[src/rtl/flux_tag_arbiter_if.sv]
// ============================================================================
// flux_tag_arbiter_if
//   Producer-side request bus and tagged-FIFO write port of the flux arbiter.
//   Revision: 1.0
// ============================================================================
`default_nettype none

interface flux_tag_arbiter_if #(
  parameter int FLUX       = 2,
  parameter int DATA_WIDTH = 8,
  parameter int TAG_WIDTH  = (FLUX > 1) ? $clog2(FLUX) : 1,
  parameter int WIDTH      = DATA_WIDTH + TAG_WIDTH
);
  logic                       en;
  logic [FLUX-1:0]            req_write;
  logic [FLUX*DATA_WIDTH-1:0] req_data;
  logic [FLUX-1:0]            req_full;
  logic [FLUX-1:0]            fifo_full;
  logic                       out_write;
  logic [WIDTH-1:0]           out_dataout;
  logic [TAG_WIDTH-1:0]       grant_flux;

  modport master (
    output en, req_write, req_data, fifo_full,
    input  req_full, out_write, out_dataout, grant_flux
  );

  modport slave (
    input  en, req_write, req_data, fifo_full,
    output req_full, out_write, out_dataout, grant_flux
  );
endinterface

`default_nettype wire

[src/rtl/flux_tag_arbiter.sv]
// ============================================================================
// flux_tag_arbiter
//   Round-robin, quantum-limited scheduler that tags and forwards one buffered
//   word per producer into a shared multi-flux FIFO write port.
//   Revision: 1.0
// ============================================================================
`default_nettype none

module flux_tag_arbiter #(
  parameter int FLUX       = 2,
  parameter int DATA_WIDTH = 8,
  parameter int TAG_WIDTH  = (FLUX > 1) ? $clog2(FLUX) : 1,
  parameter int WIDTH      = DATA_WIDTH + TAG_WIDTH,
  parameter int QUANTUM    = 2
) (
  input  wire logic          clk,
  input  wire logic          rst,
  flux_tag_arbiter_if.slave  bus
);

  localparam int CNT_W = $clog2(QUANTUM + 1);
  localparam logic [CNT_W-1:0]     QUANTUM_C = CNT_W'(QUANTUM);
  localparam logic [TAG_WIDTH-1:0] LAST_RST  = TAG_WIDTH'(FLUX - 1);

  logic [FLUX-1:0]                 slot_valid_q, slot_valid_d;
  logic [FLUX-1:0][DATA_WIDTH-1:0] slot_data_q,  slot_data_d;
  logic [TAG_WIDTH-1:0]            last_grant_q, last_grant_d;
  logic [CNT_W-1:0]                burst_cnt_q,  burst_cnt_d;

  logic [FLUX-1:0]      elig;
  logic [FLUX-1:0]      grant;
  logic [FLUX-1:0]      full;
  logic [TAG_WIDTH-1:0] g_idx;
  logic                 found;
  logic                 sticky;
  int                   scan_idx;

  // Grant selection. A zero burst count means nothing has been granted since
  // reset, so the scan (not the sticky path) picks the first winner.
  always_comb begin
    elig     = slot_valid_q & ~bus.fifo_full & {FLUX{bus.en & rst}};
    grant    = '0;
    g_idx    = '0;
    found    = 1'b0;
    sticky   = 1'b0;
    scan_idx = 0;
    if ((burst_cnt_q != '0) && (burst_cnt_q < QUANTUM_C) && elig[last_grant_q]) begin
      sticky = 1'b1;
      found  = 1'b1;
      g_idx  = last_grant_q;
    end else begin
      for (int k = 1; k <= FLUX; k++) begin
        if (!found) begin
          scan_idx = (int'(last_grant_q) + k) % FLUX;
          if (elig[scan_idx]) begin
            found = 1'b1;
            g_idx = TAG_WIDTH'(scan_idx);
          end
        end
      end
    end
    if (found) grant[g_idx] = 1'b1;
    full = slot_valid_q & ~grant;
  end

  assign bus.req_full    = full;
  assign bus.out_write   = found;
  assign bus.out_dataout = found ? {g_idx, slot_data_q[g_idx]} : '0;
  assign bus.grant_flux  = found ? g_idx : '0;

  // A slot drained this edge may be refilled at the same edge.
  always_comb begin
    slot_valid_d = slot_valid_q;
    slot_data_d  = slot_data_q;
    last_grant_d = last_grant_q;
    burst_cnt_d  = burst_cnt_q;
    for (int i = 0; i < FLUX; i++) begin
      if (bus.req_write[i] && !full[i]) begin
        slot_valid_d[i] = 1'b1;
        slot_data_d[i]  = bus.req_data[i*DATA_WIDTH +: DATA_WIDTH];
      end else if (grant[i]) begin
        slot_valid_d[i] = 1'b0;
      end
    end
    if (found) begin
      if (sticky) begin
        burst_cnt_d = burst_cnt_q + 1'b1;
      end else begin
        burst_cnt_d  = CNT_W'(1);
        last_grant_d = g_idx;
      end
    end
  end

  always_ff @(posedge clk) begin
    if (!rst) begin
      slot_valid_q <= '0;
      slot_data_q  <= '0;
      last_grant_q <= LAST_RST;
      burst_cnt_q  <= '0;
    end else begin
      slot_valid_q <= slot_valid_d;
      slot_data_q  <= slot_data_d;
      last_grant_q <= last_grant_d;
      burst_cnt_q  <= burst_cnt_d;
    end
  end

endmodule

`default_nettype wire
[src/flat_wrapper.sv]
// flat-port wrapper written by rule: the top's interface ports become plain ports
module flux_tag_arbiter_flat 
#(
  parameter int FLUX       = 2,
  parameter int DATA_WIDTH = 8,
  parameter int TAG_WIDTH  = (FLUX > 1) ? $clog2(FLUX) : 1,
  parameter int WIDTH      = DATA_WIDTH + TAG_WIDTH,
  parameter int QUANTUM    = 2
)
  (clk, rst, bus_en, bus_req_write, bus_req_data, bus_fifo_full, bus_req_full, bus_out_write, bus_out_dataout, bus_grant_flux);
  flux_tag_arbiter_if #(.FLUX(FLUX), .DATA_WIDTH(DATA_WIDTH), .TAG_WIDTH(TAG_WIDTH), .WIDTH(WIDTH)) bus_i ();
  input  wire logic clk;
  input  wire logic rst;
  input wire logic [$bits(bus_i.en)-1:0] bus_en;
  input wire logic [$bits(bus_i.req_write)-1:0] bus_req_write;
  input wire logic [$bits(bus_i.req_data)-1:0] bus_req_data;
  input wire logic [$bits(bus_i.fifo_full)-1:0] bus_fifo_full;
  output wire logic [$bits(bus_i.req_full)-1:0] bus_req_full;
  output wire logic [$bits(bus_i.out_write)-1:0] bus_out_write;
  output wire logic [$bits(bus_i.out_dataout)-1:0] bus_out_dataout;
  output wire logic [$bits(bus_i.grant_flux)-1:0] bus_grant_flux;
  assign bus_i.en = bus_en;
  assign bus_i.req_write = bus_req_write;
  assign bus_i.req_data = bus_req_data;
  assign bus_i.fifo_full = bus_fifo_full;
  assign bus_req_full = bus_i.req_full;
  assign bus_out_write = bus_i.out_write;
  assign bus_out_dataout = bus_i.out_dataout;
  assign bus_grant_flux = bus_i.grant_flux;
  flux_tag_arbiter #(.FLUX(FLUX), .DATA_WIDTH(DATA_WIDTH), .TAG_WIDTH(TAG_WIDTH), .WIDTH(WIDTH), .QUANTUM(QUANTUM)) u_core (.clk(clk), .rst(rst), .bus(bus_i));
endmodule
[config.mk]
export PLATFORM = sky130hd
export DESIGN_NAME = flux_tag_arbiter_flat
export DESIGN_NICKNAME = d
export VERILOG_FILES = /design/src/rtl/flux_tag_arbiter_if.sv /design/src/rtl/flux_tag_arbiter.sv /design/src/flat_wrapper.sv
export SDC_FILE = /design/constraint.sdc
export NUM_CORES = 1
export LEC_CHECK = 0
export ABC_AREA = 1
export CAP_MARGIN = 5
export CORE_MARGIN = 1.5
export CORE_UTILIZATION = 44
export CTS_BUF_LIST = sky130_fd_sc_hd__clkbuf_16
export DETAILED_ROUTE_END_ITERATION = 7
export GPL_ROUTABILITY_DRIVEN = 0
export MAX_ROUTING_LAYER = met4
export PLACE_DENSITY_LB_ADDON = 0.12
export SLEW_MARGIN = 20
export SYNTH_ARGS = -nofsm -noshare
export SYNTH_HDL_FRONTEND = slang
export SYNTH_SLANG_ARGS = --single-unit
export TNS_END_PERCENT = 30
[constraint.sdc]
create_clock -name clk -period 1.9 [get_ports clk]
set_input_delay 0.38 -clock clk [delete_from_list [all_inputs] [get_ports clk]]
set_output_delay 0.38 -clock clk [all_outputs]
set_load 0.03 [all_outputs]
==> flow_metrics.env <==
export IMPL_status="finished, violations left"
export IMPL_violated_checks="negative setup slack"
export IMPL_timing_final_ws_setup_ps=-76.1
export IMPL_die_x_um=51.5
export IMPL_netlist_area_leader_share_pct=40.6
export IMPL_number_of_rows_in_the_core_area=17
export IMPL_fin_setup_tns_ps=-513
export IMPL_drt_drc_violations_left=0
export IMPL_tightestPinTransition_ps=554
export IMPL_layout_common_cells="sky130_fd_sc_hd__nor2_1, sky130_fd_sc_hd__inv_1, sky130_fd_sc_hd__clkdlybuf4s50_1, sky130_fd_sc_hd__dfxtp_1"
export IMPL_synth_yosys_seq_area_share_pct=40.6
export IMPL_yosys_mux_area_fraction_pct=0
export IMPL_grt_setup_unrepaired="true"
export IMPL_power_static_leakage_uw=0.000785
export IMPL_fillerInstances=175
export IMPL_ys_warn_count=0
export IMPL_clkLatencyLatePin_ps=250
export IMPL_post_synth_adder_cell_area_pct=1.21
export IMPL_syn_area_per_cell_um2=6.76
export IMPL_synth_cells=153
export IMPL_combPwrFrac_pct=20.1
export IMPL_global_route_overflow_total=0
export IMPL_num_io_pins=36
export IMPL_critPathLaunchType="flip-flop"
export IMPL_cp_data_arrival_time_ps=1600
export IMPL_post_synth_main_area_contributors="sky130_fd_sc_hd__dfxtp_1, sky130_fd_sc_hd__nor2_1, sky130_fd_sc_hd__inv_1"
export IMPL_switching_power_uw=315
export IMPL_netlist_top_cell_by_area="sky130_fd_sc_hd__dfxtp_1"
export IMPL_first_pass_grt_wire_length_um=4790
export IMPL_grt_antenna_before_repair=0
export IMPL_die_h_um=51.5
export IMPL_grt_util_all_layers_pct=25.6
export IMPL_first_global_vias=1107
export IMPL_design_final_nets=225
export IMPL_clock_path_buffers=2
export IMPL_io_buffers=35
export IMPL_floorplan_initialDensity_pct=46.8
export IMPL_worstHoldPathType="reg -> reg"
export IMPL_instances_no_fill=228
export IMPL_final_min_clock_period_ps=1980
export IMPL_detailedRoute_firstIterationViolations=14
export IMPL_layout_cells_most_common="sky130_fd_sc_hd__nor2_1"
export IMPL_worstSetupEndpointType="output port"
export IMPL_postSynthRegisterBits=21
export IMPL_hold_viol_final=0
export IMPL_critical_path_class="reg -> out"
export IMPL_timing_critical_path_required_ps=1520
export IMPL_grt_max_degree=20
export IMPL_fin_skew_ps=1.65
export IMPL_routed_wire_per_std_cell_um=13.1
export IMPL_dp_cells=218
export IMPL_cts_tree="yes"
export IMPL_seq_area_um2=424
export IMPL_core_area_um2=2210
export IMPL_seq_power_share_pct=42.0
export IMPL_drt_wl_total_um=2980
export IMPL_worst_path_most_repeated_cell="sky130_fd_sc_hd__nand2_4"
export IMPL_setup_violations_final=12
export IMPL_multiInputGateArea_um2=623
export IMPL_synth_xor_area_share_pct=0
export IMPL_drt_antenna_violating_nets=0
export IMPL_clkSlewWorstSetupHoldPaths_ps=60
export IMPL_slew_viol_final=0
export IMPL_synthSimpleGateAreaFrac_pct=30.4
export IMPL_netlist_area_um2=1030
export IMPL_layout_worst_path_cycle_share_pct=104
export IMPL_cpPeakStageDelay_ps=360
export IMPL_timing_limited_maximum_frequency_ghz=0.506
export IMPL_final_hold_worst_slack_ps=486
export IMPL_worst_slew_margin_rel_pct=62.9
export IMPL_peakVddDrop_mv=0.615
export IMPL_cell_chain_of_the_critical_path="inv_1 -> nand3_2 -> nand2_4 -> nand2_4 -> nand2_8 -> nand3_4 -> o21ai_2 -> buf_6"
export IMPL_ys_types=20
export IMPL_power_internal_uw=870
export IMPL_growth_of_design_area_from_synthesis_to_finish_pct=64.0
export IMPL_dp_hpwl_um=1900
export IMPL_maxCapViolations=0
export IMPL_detailroute_via_count=1140
export IMPL_drive_above_1_share_pct=32.0
export IMPL_switching_share_pct=26.6
export IMPL_diodes=0
export IMPL_post_drt_via_cell_ratio=5.00
export IMPL_clock_sinks=21
export IMPL_synth_fp_nets=177
export IMPL_synth_top_family_by_area="simple AND/OR/NAND/NOR gates"
export IMPL_power_share_clock_pct=37.9
export IMPL_post_place_ws_ps=-426
export IMPL_synth_compound_gate_area_share_pct=14.8
export IMPL_ctsRootBufferMaster="sky130_fd_sc_hd__clkbuf_16"
export IMPL_timing_critical_path_fanout_max=6
export IMPL_power_dens_cells_nw_per_um2=698
export IMPL_dieArea_um2=2650
export IMPL_worst_path_max_delay_cell="sky130_fd_sc_hd__dfxtp_2"
export IMPL_drt_first_pass_iters=4
export IMPL_cts_inserted_buffers=3
export IMPL_ctsHtreeMaxLevel=1
==> layer usage <==
metal | up-vias | wire length [um] | global-route usage [%]
met5 | - | 0 | -
met1 | 526 | 1240 | 25.0
met2 | 31 | 1530 | 47.9
met3 | 8 | 123 | 5.17
met4 | 0 | 88 | 12.7
li1 | 575 | - | -
==> per-stage QoR <==
step,util (%),total power (uW),area [um^2]
floorplan,-,618,1040
global placement,64.0,705,1420
detailed placement,64.0,712,1420
CTS,75.5,1190,1670
global route,76.7,1240,1700
finish,76.7,1180,1700
==> logic make-up after synthesis <==
logic type,count (synthesis)
compound gates,29
buf+inv,33
simple gates,69
flops,21
fa+ha+maj,1
==> state kept, by name, summed over array words and instances (netlist names) <==
register and cells:
u_core.slot_data_q 16, u_core.burst_cnt_q 2, u_core.last_grant_q 1, u_core.slot_valid_q 2
==> worst max-delay path, delay by kind of cell (launching register included) <==
family	cells	cell delay [ps]
AOI/OAI and AO/OA	1	180
buffers and inverters	2	260
DFF	1	360
and+or+nand+nor	5	530
==> synth_stat cells, drive strengths merged <==
library cell  count
nor2             29
inv              27
nand2            26
dfxtp            21
o21ai            16
nand3            14
a21oi            10
clkbuf            4
buf               2
ha                1
o2111ai           1
o211ai            1
o22ai             1
==> power by group through the flow <==
stage	registers [uW]	logic, uW	clock network [uW]
floorplan	499	120	0
detailed placement	505	208	0
finish	498	238	449
global route	501	262	478
global placement	504	201	0
CTS	497	234	458
==> cell type report <==
cell class | count | share of cell area (%)
sequential | 21 | 25.0
tap | 28 | 2.06
multi-input combinational | 101 | 36.7
inverter | 27 | 5.97
timing repair buffer | 47 | 25.5
clock buffer | 3 | 4.42
clock inverter | 1 | 0.295
==> repair_timing <==
item / 4_1_cts / 5_1_grt
hold buffers: 0 / 0
resized for setup: 38 / 11
pin swaps: 8 / 11
hold endpoints to repair: 0 / 0
endpoints found under the setup margin: 20 / 13
buffers inserted: 4 / 0
cloned: 1 / 1
==> path summary, 6_finish.rpt <==
check        slack (ps)                           startpoint  cells after the start                                  end
max                 -80     u_core.last_grant_q$_SDFFE_PN1P_                      8                   bus_out_dataout[1]
min                 490  u_core.slot_data_q[10]$_SDFFE_PN0P_                      2  u_core.slot_data_q[10]$_SDFFE_PN0P_
max reg2reg         300     u_core.last_grant_q$_SDFFE_PN1P_                     11   u_core.slot_data_q[2]$_SDFFE_PN0P_
min reg2reg         490  u_core.slot_data_q[10]$_SDFFE_PN0P_                      2  u_core.slot_data_q[10]$_SDFFE_PN0P_
No activity file was read; power rests on OpenSTA's default activity.
